**config.mk**
```make
export PLATFORM = sky130hd
export DESIGN_NAME = gnn_0_example_save
export DESIGN_NICKNAME = d
export VERILOG_FILES = /design/src/rtl/gnn_0_example_save.sv
export SDC_FILE = /design/constraint.sdc
export NUM_CORES = 2
export LEC_CHECK = 0
export BUFFER_PORTS_ARGS = -buffer_cell sky130_fd_sc_hd__buf_4
export CORE_AREA = 2 2 522 524
export CTS_CLUSTER_SIZE = 30
export DETAILED_ROUTE_END_ITERATION = 8
export DIE_AREA = 0 0 524 526
export SLEW_MARGIN = 25
export SYNTH_ARGS = -nofsm -noshare
export SYNTH_HDL_FRONTEND = slang
export SYNTH_SLANG_ARGS = --single-unit
```
**constraint.sdc**
```tcl
create_clock -name kernel_clk -period 101.3 [get_ports kernel_clk]
set_clock_uncertainty 0.1 [all_clocks]
set_input_delay 5.065 -clock kernel_clk [delete_from_list [all_inputs] [get_ports kernel_clk]]
set_output_delay 5.065 -clock kernel_clk [all_outputs]
set_load 0.05 [all_outputs]
```
**src/rtl/gnn_0_example_save.sv**
```systemverilog
// Save engine: streams N buffer lines through a 2-entry skid FIFO to a DRAM write master.
// Optional macro SAVE_STALL_COUNT_EN enables the backpressure cycle counter on stall_cycles.
module gnn_0_example_save #(
  parameter int SAVE_INST_LENGTH   = 96,
  parameter int C_M_AXI_ADDR_WIDTH = 64,
  parameter int C_M_AXI_DATA_WIDTH = 512,
  parameter int C_XFER_SIZE_WIDTH  = 32
) (
  input  logic                          kernel_clk,
  input  logic                          kernel_rst,
  input  logic                          ap_start,
  output logic                          ap_done,
  input  logic [C_M_AXI_ADDR_WIDTH-1:0] ctrl_addr_offset,
  input  logic [SAVE_INST_LENGTH-1:0]   ctrl_instruction,
  output logic                          save_read_buffer_valid,
  output logic [3:0]                    save_read_buffer_id,
  output logic [10:0]                   save_read_buffer_addr,
  input  logic [C_M_AXI_DATA_WIDTH-1:0] save_read_buffer_data,
  output logic [C_M_AXI_ADDR_WIDTH-1:0] dram_xfer_start_addr,
  output logic [C_XFER_SIZE_WIDTH-1:0]  dram_xfer_size_in_bytes,
  output logic                          write_start,
  input  logic                          write_done,
  output logic                          data_tvalid,
  input  logic                          data_tready,
  output logic                          data_tlast,
  output logic [C_M_AXI_DATA_WIDTH-1:0] data_tdata,
  output logic [31:0]                   stall_cycles
);

  // state     | meaning
  // IDLE      | waiting for ap_start, instruction latched on accept
  // START     | one-cycle write_start pulse to the write master
  // STREAM    | issuing buffer reads and forwarding lines to the stream
  // WAIT_DONE | all beats sent, waiting for write_done
  // DONE      | one-cycle ap_done pulse
  typedef enum logic [2:0] {IDLE, START, STREAM, WAIT_DONE, DONE} state_t;

  state_t      state;
  logic [15:0] line_cnt;
  logic [15:0] rd_cnt;
  logic [15:0] beat_cnt;
  logic [10:0] rd_addr;
  logic [3:0]  buf_id;
  logic        rd_pending;
  logic        done_seen;

  logic [C_M_AXI_DATA_WIDTH-1:0] fifo_mem [2];
  logic                          fifo_wr_ptr;
  logic                          fifo_rd_ptr;
  logic [1:0]                    fifo_cnt;

  logic       push;
  logic       pop;
  logic       rd_go;
  logic       last_beat;
  logic [2:0] occ_after;
  logic       inst_unused;

  assign inst_unused = ^{ctrl_instruction[15:0], ctrl_instruction[31:20], ctrl_instruction[47:43]};

  assign push        = rd_pending;
  assign data_tvalid = (fifo_cnt != 2'd0);
  assign pop         = data_tvalid && data_tready;
  assign data_tdata  = fifo_mem[fifo_rd_ptr];
  assign data_tlast  = data_tvalid && (beat_cnt == line_cnt - 16'd1);
  assign last_beat   = pop && data_tlast;

  // Read valid is combinational so a line requested this cycle lands in the
  // FIFO two edges later; credit the pop so two slots sustain one beat per cycle.
  assign occ_after = 3'(fifo_cnt) + 3'(rd_pending) - 3'(pop);
  assign rd_go     = (state == STREAM) && (rd_cnt != line_cnt) && (occ_after < 3'd2);

  assign save_read_buffer_valid = rd_go;
  assign save_read_buffer_addr  = rd_addr;
  assign save_read_buffer_id    = buf_id;

  always_ff @(posedge kernel_clk or posedge kernel_rst) begin
    if (kernel_rst) begin
      state                   <= IDLE;
      line_cnt                <= '0;
      rd_cnt                  <= '0;
      beat_cnt                <= '0;
      rd_addr                 <= '0;
      buf_id                  <= '0;
      rd_pending              <= 1'b0;
      done_seen               <= 1'b0;
      ap_done                 <= 1'b0;
      write_start             <= 1'b0;
      dram_xfer_start_addr    <= '0;
      dram_xfer_size_in_bytes <= '0;
    end else begin
      ap_done     <= 1'b0;
      write_start <= 1'b0;
      rd_pending  <= rd_go;
      case (state)
        IDLE: begin
          if (ap_start) begin
            line_cnt                <= ctrl_instruction[63:48];
            rd_addr                 <= ctrl_instruction[42:32];
            buf_id                  <= ctrl_instruction[19:16];
            rd_cnt                  <= '0;
            beat_cnt                <= '0;
            done_seen               <= 1'b0;
            dram_xfer_start_addr    <= ctrl_addr_offset + C_M_AXI_ADDR_WIDTH'(ctrl_instruction[95:64]);
            dram_xfer_size_in_bytes <= C_XFER_SIZE_WIDTH'({ctrl_instruction[63:48], 6'd0});
            if (ctrl_instruction[63:48] == 16'd0) begin
              state   <= DONE;
              ap_done <= 1'b1;
            end else begin
              state       <= START;
              write_start <= 1'b1;
            end
          end
        end
        START: begin
          if (write_done) done_seen <= 1'b1;
          state <= STREAM;
        end
        STREAM: begin
          if (rd_go) begin
            rd_addr <= rd_addr + 11'd1;
            rd_cnt  <= rd_cnt + 16'd1;
          end
          if (pop) beat_cnt <= beat_cnt + 16'd1;
          if (write_done) done_seen <= 1'b1;
          if (last_beat) state <= WAIT_DONE;
        end
        WAIT_DONE: begin
          if (done_seen || write_done) begin
            state   <= DONE;
            ap_done <= 1'b1;
          end
        end
        DONE:    state <= IDLE;
        default: state <= IDLE;
      endcase
    end
  end

  always_ff @(posedge kernel_clk or posedge kernel_rst) begin
    if (kernel_rst) begin
      fifo_mem    <= '{default: '0};
      fifo_wr_ptr <= 1'b0;
      fifo_rd_ptr <= 1'b0;
      fifo_cnt    <= 2'd0;
    end else begin
      if (push) begin
        fifo_mem[fifo_wr_ptr] <= save_read_buffer_data;
        fifo_wr_ptr           <= ~fifo_wr_ptr;
      end
      if (pop) fifo_rd_ptr <= ~fifo_rd_ptr;
      fifo_cnt <= fifo_cnt + 2'(push) - 2'(pop);
    end
  end

`ifdef SAVE_STALL_COUNT_EN
  logic [31:0] stall_q;

  always_ff @(posedge kernel_clk or posedge kernel_rst) begin
    if (kernel_rst) begin
      stall_q <= '0;
    end else if (state == IDLE && ap_start) begin
      stall_q <= '0;
    end else if (data_tvalid && !data_tready && stall_q != 32'hFFFF_FFFF) begin
      stall_q <= stall_q + 32'd1;
    end
  end

  assign stall_cycles = stall_q;
`else
  assign stall_cycles = 32'd0;
`endif

endmodule

```
==> impl_metrics.csv <==
group,metric,value,unit
run_status,outcome,"finished clean",
global_route,global_route.overflow_total,0,
timing,final.hold.worst_slack,382.6,ps
finish,most_used_cells_in_the_layout_excluding_fill_and_tap_cells,"mux2_2, buf_4, dfrtp_1",
detailed_routing,ant_nets,0,
critical_path,cp-endpoint,"save_read_buffer_valid",
synth,mappedNetlistArea,0.05293,mm²
clock_tree,cts-buffers-inserted,147,
pwr,ir_worst_vdd,0.00002353,V
synth,async_reset_ff_share,100.0,%
detailed_routing,avgRoutedWirePerCell,22.41,µm
critical_path,worst_r2r_endpoint,"fifo_mem[879]",
clock_tree,max-clock-path-buffers,4,
pwr,power_frac_seq,27.2,%
timing,slew_margin_rel,26.40,%
synth,number_of_standard_cells_after_synthesis,3858,
timing,min_period,12980,ps
synth,synth-edff-count,0,
pwr,switching_share,46.41,%
pwr,power_leakage,31.24,nW
detailed_routing,drc,0,
synth,synth_top_area_share,54.94,%
clock_tree,clock_pin_slew_on_the_worst_setup_and_hold_paths,50,ps
placement,dp_hpwl,151100,µm
die,initial_core_util,19.62,%
clock_tree,cts.hold.buffers_added,0,
global_route,grtUsageTotal,13.65,%
placement,gp_routability_congestion,0.9041,
die,die_wd,524,µm
critical_path,worstReg2RegStart,"push",
synth,synth_flop_cell,"dfrtp_1",
timing,fin_tns_setup,0,ps
min_path,min_path_type,"reg2reg",
finish,layout.cells.most_common,"mux2_2",
timing,setup_viol,0,
clock_tree,clock_tree.root_cell,"clkbuf_16",
synth,yosys.area.top_type,"dfrtp_1",
pwr,clkPwrFrac,17.4,%
detailed_routing,detailedRoute.firstPassIterationCount,5,
critical_path,register_to_register_setup_slack,96920,ps
critical_path,timing.critical_path.from_type,"input port",
die,ioPinCount,1337,
global_route,antenna_found_initial,114,
clock_tree,cts_tree,"done",
placement,detailed_place.area,0.06620,mm²
synth,yosysWarnings,0,
global_route,grtUsageMet3,6.725,%
clock_tree,cts_resized,0,
critical_path,timing.critical_path.from,"data_tready",
finish,design.final.nets,5797,
die,die_area,0.2756,mm²
timing,timing_worst_slew_pin_value,1097,ps
global_route,gr-usage-met1,16.08,%
die,coreArea,0.2698,mm²
synth,syn_avg_cell_area,13.72,µm²
global_route,grt_max_degree,150,
placement,port-buffer-count,1255,
critical_path,cp_data_arrival_time,7820,ps
critical_path,rr_worst_depth,6,
finish,final_core_utilization,26.33,%
critical_path,worstPathRequired,96140,ps
clock_tree,cts_htree_levels,4,
clock_tree,worst_skew_pair.late_latency,790,ps
die,die-height,526,µm
critical_path,crit_fanout,42,
pwr,switchingPower,1.384,mW
run,maximum_capacitance_violations,0,
detailed_routing,route.vias.total,36560,
clock_tree,post_cts_repair_setup_buffers,0,
timing,finalMaxSlewViolations,0,
pwr,pwr_density_cell,41.99,mW/mm²
pwr,share_comb_of_total_power,55.3,%
detailed_routing,routed_wl,196900,µm
finish,drive_above_1_share,59.29,%
finish,syn2layout_area_growth,34.19,%
global_route,grt_first_pass_wirelength,276400,µm
global_route,via_count_of_the_first_global_routing_pass,38420,
pwr,totalPowerFinal,2.983,mW
timing,grt_setup_unrepaired,"no",
detailed_routing,via_per_inst,4.161,
global_route,grt.busiest_layer,"met2",
die,placement_rows,191,
synth,post_synth_main_area_contributors,"dfrtp_1, mux2_2, clkbuf_1, xnor2_1, nand2_1",
critical_path,crit_type,"in2out",
synth,ys_ff_latch,1162,
synth,netlist-cell-type-count,68,
clock_tree,cts_sinks,1162,
timing,post-route-period-util,12.81,%
pwr,power.internal,1.598,mW
finish,stdcell_area,0.07103,mm²
detailed_routing,detailedRoute.firstIterationViolations,1577,
global_route,grt_util_met2,21.58,%
critical_path,worstSetupEndpointType,"output port",
synth,yosysSeqAreaShare,54.94,%
timing,max_freq,77.03,MHz
timing,finalHoldViolCount,0,
==> sequential cells by signal, indices dropped and copies added (netlist names), 3 cells and up <==
name,flops
fifo_mem,1024
dram_xfer_start_addr,64
beat_cnt,16
dram_xfer_size_in_bytes,16
rd_cnt,16
save_read_buffer_addr,11
save_read_buffer_id,4
state,3
==> kinds of logic (layout without fill, tap and decap cells) <==
kind of cell | count (synthesis) | count (layout) | share of synthesized area [%]
other | 1 | 77 | 0.007085
multiplexers | 1540 | 1540 | 32.76
flip-flops | 1162 | 1162 | 54.94
AO/OA/AOI/OAI | 235 | 235 | 2.714
AND/OR/NAND/NOR | 452 | 452 | 4.071
buffers and inverters | 309 | 1590 | 2.570
XOR/XNOR | 119 | 119 | 1.969
adder cells (fa/ha/maj) | 40 | 40 | 0.9740
==> Yosys cell counts, drive strengths merged (5+ instances only) <==
master,n
mux2,1537
dfrtp,1162
clkbuf,210
nand2,182
o21ai,104
xnor2,83
nor2,77
buf,63
a21oi,59
nor3,40
ha,38
inv,36
nand3,36
xor2,36
nand4,23
nor4,23
and3,15
a31oi,9
and4,9
or3,8
a21o,7
o21bai,7
and2,6
nor3b,5
nor4b,5
o21a,5
o31ai,5
==> per-stage QoR <==
step	instances	setup slack (ps)
finish	8785	88320
global route	8763	88230
CTS	8756	88350
detailed placement	8501	88360
global placement	8501	88360
floorplan	3905	63410
==> routing by layer <==
| layer | wire length, µm | vias to the layer above |
|---|---|---|
| met5 | 509 | - |
| met2 | 87690 | 1424 |
| li1 | - | 16160 |
| met1 | 78930 | 18520 |
| met4 | 6534 | 78 |
| met3 | 23230 | 383 |
==> worst min-delay path by stage <==
stage	endpoint	slack, ps	depth (start not counted)	start
finish	dram_xfer_start_addr[20]	380	2	dram_xfer_start_addr[20]
global route	fifo_mem[365]	410	1	fifo_mem[365]
CTS	save_read_buffer_id[3]	390	2	save_read_buffer_id[3]
detailed placement	save_read_buffer_id[2]	370	2	save_read_buffer_id[2]
global placement	dram_xfer_start_addr[58]	370	2	dram_xfer_start_addr[58]
floorplan	fifo_wr_ptr	360	1	fifo_wr_ptr
==> power by group through the flow <==
stage                     combinational, mW  sequential (mW)  clock, mW
after detailed placement               1.66            0.820          0
after CTS                              1.67            0.813      0.542
after floorplan                        1.13            0.844          0
after global placement                 1.65            0.803          0
final                                  1.65            0.812      0.520
after global routing                   1.72            0.842      0.558
==> final cells by class <==
type | count | area, µm²
fillers | 27900 | 198800
diodes | 29 | 72.57
flip-flops and latches | 1162 | 29080
clock buffers | 203 | 4119
well taps | 3570 | 4467
clock inverters | 52 | 631.9
multi-input cells | 2434 | 22710
repair buffers | 1299 | 9806
inverters | 36 | 142.6
==> critical path, cell delays in order <==
cell     delay, ps
buf_4          110
nand2_1        210
inv_1           80
ha_1           270
inv_1           60
ha_1           140
inv_1           60
fa_1           500
inv_1           70
nor4_1         340
o21ai_2         80
buf_4          280
nor2_1         270
buf_4          270
Note: power is estimated with default switching activity, not from simulation.
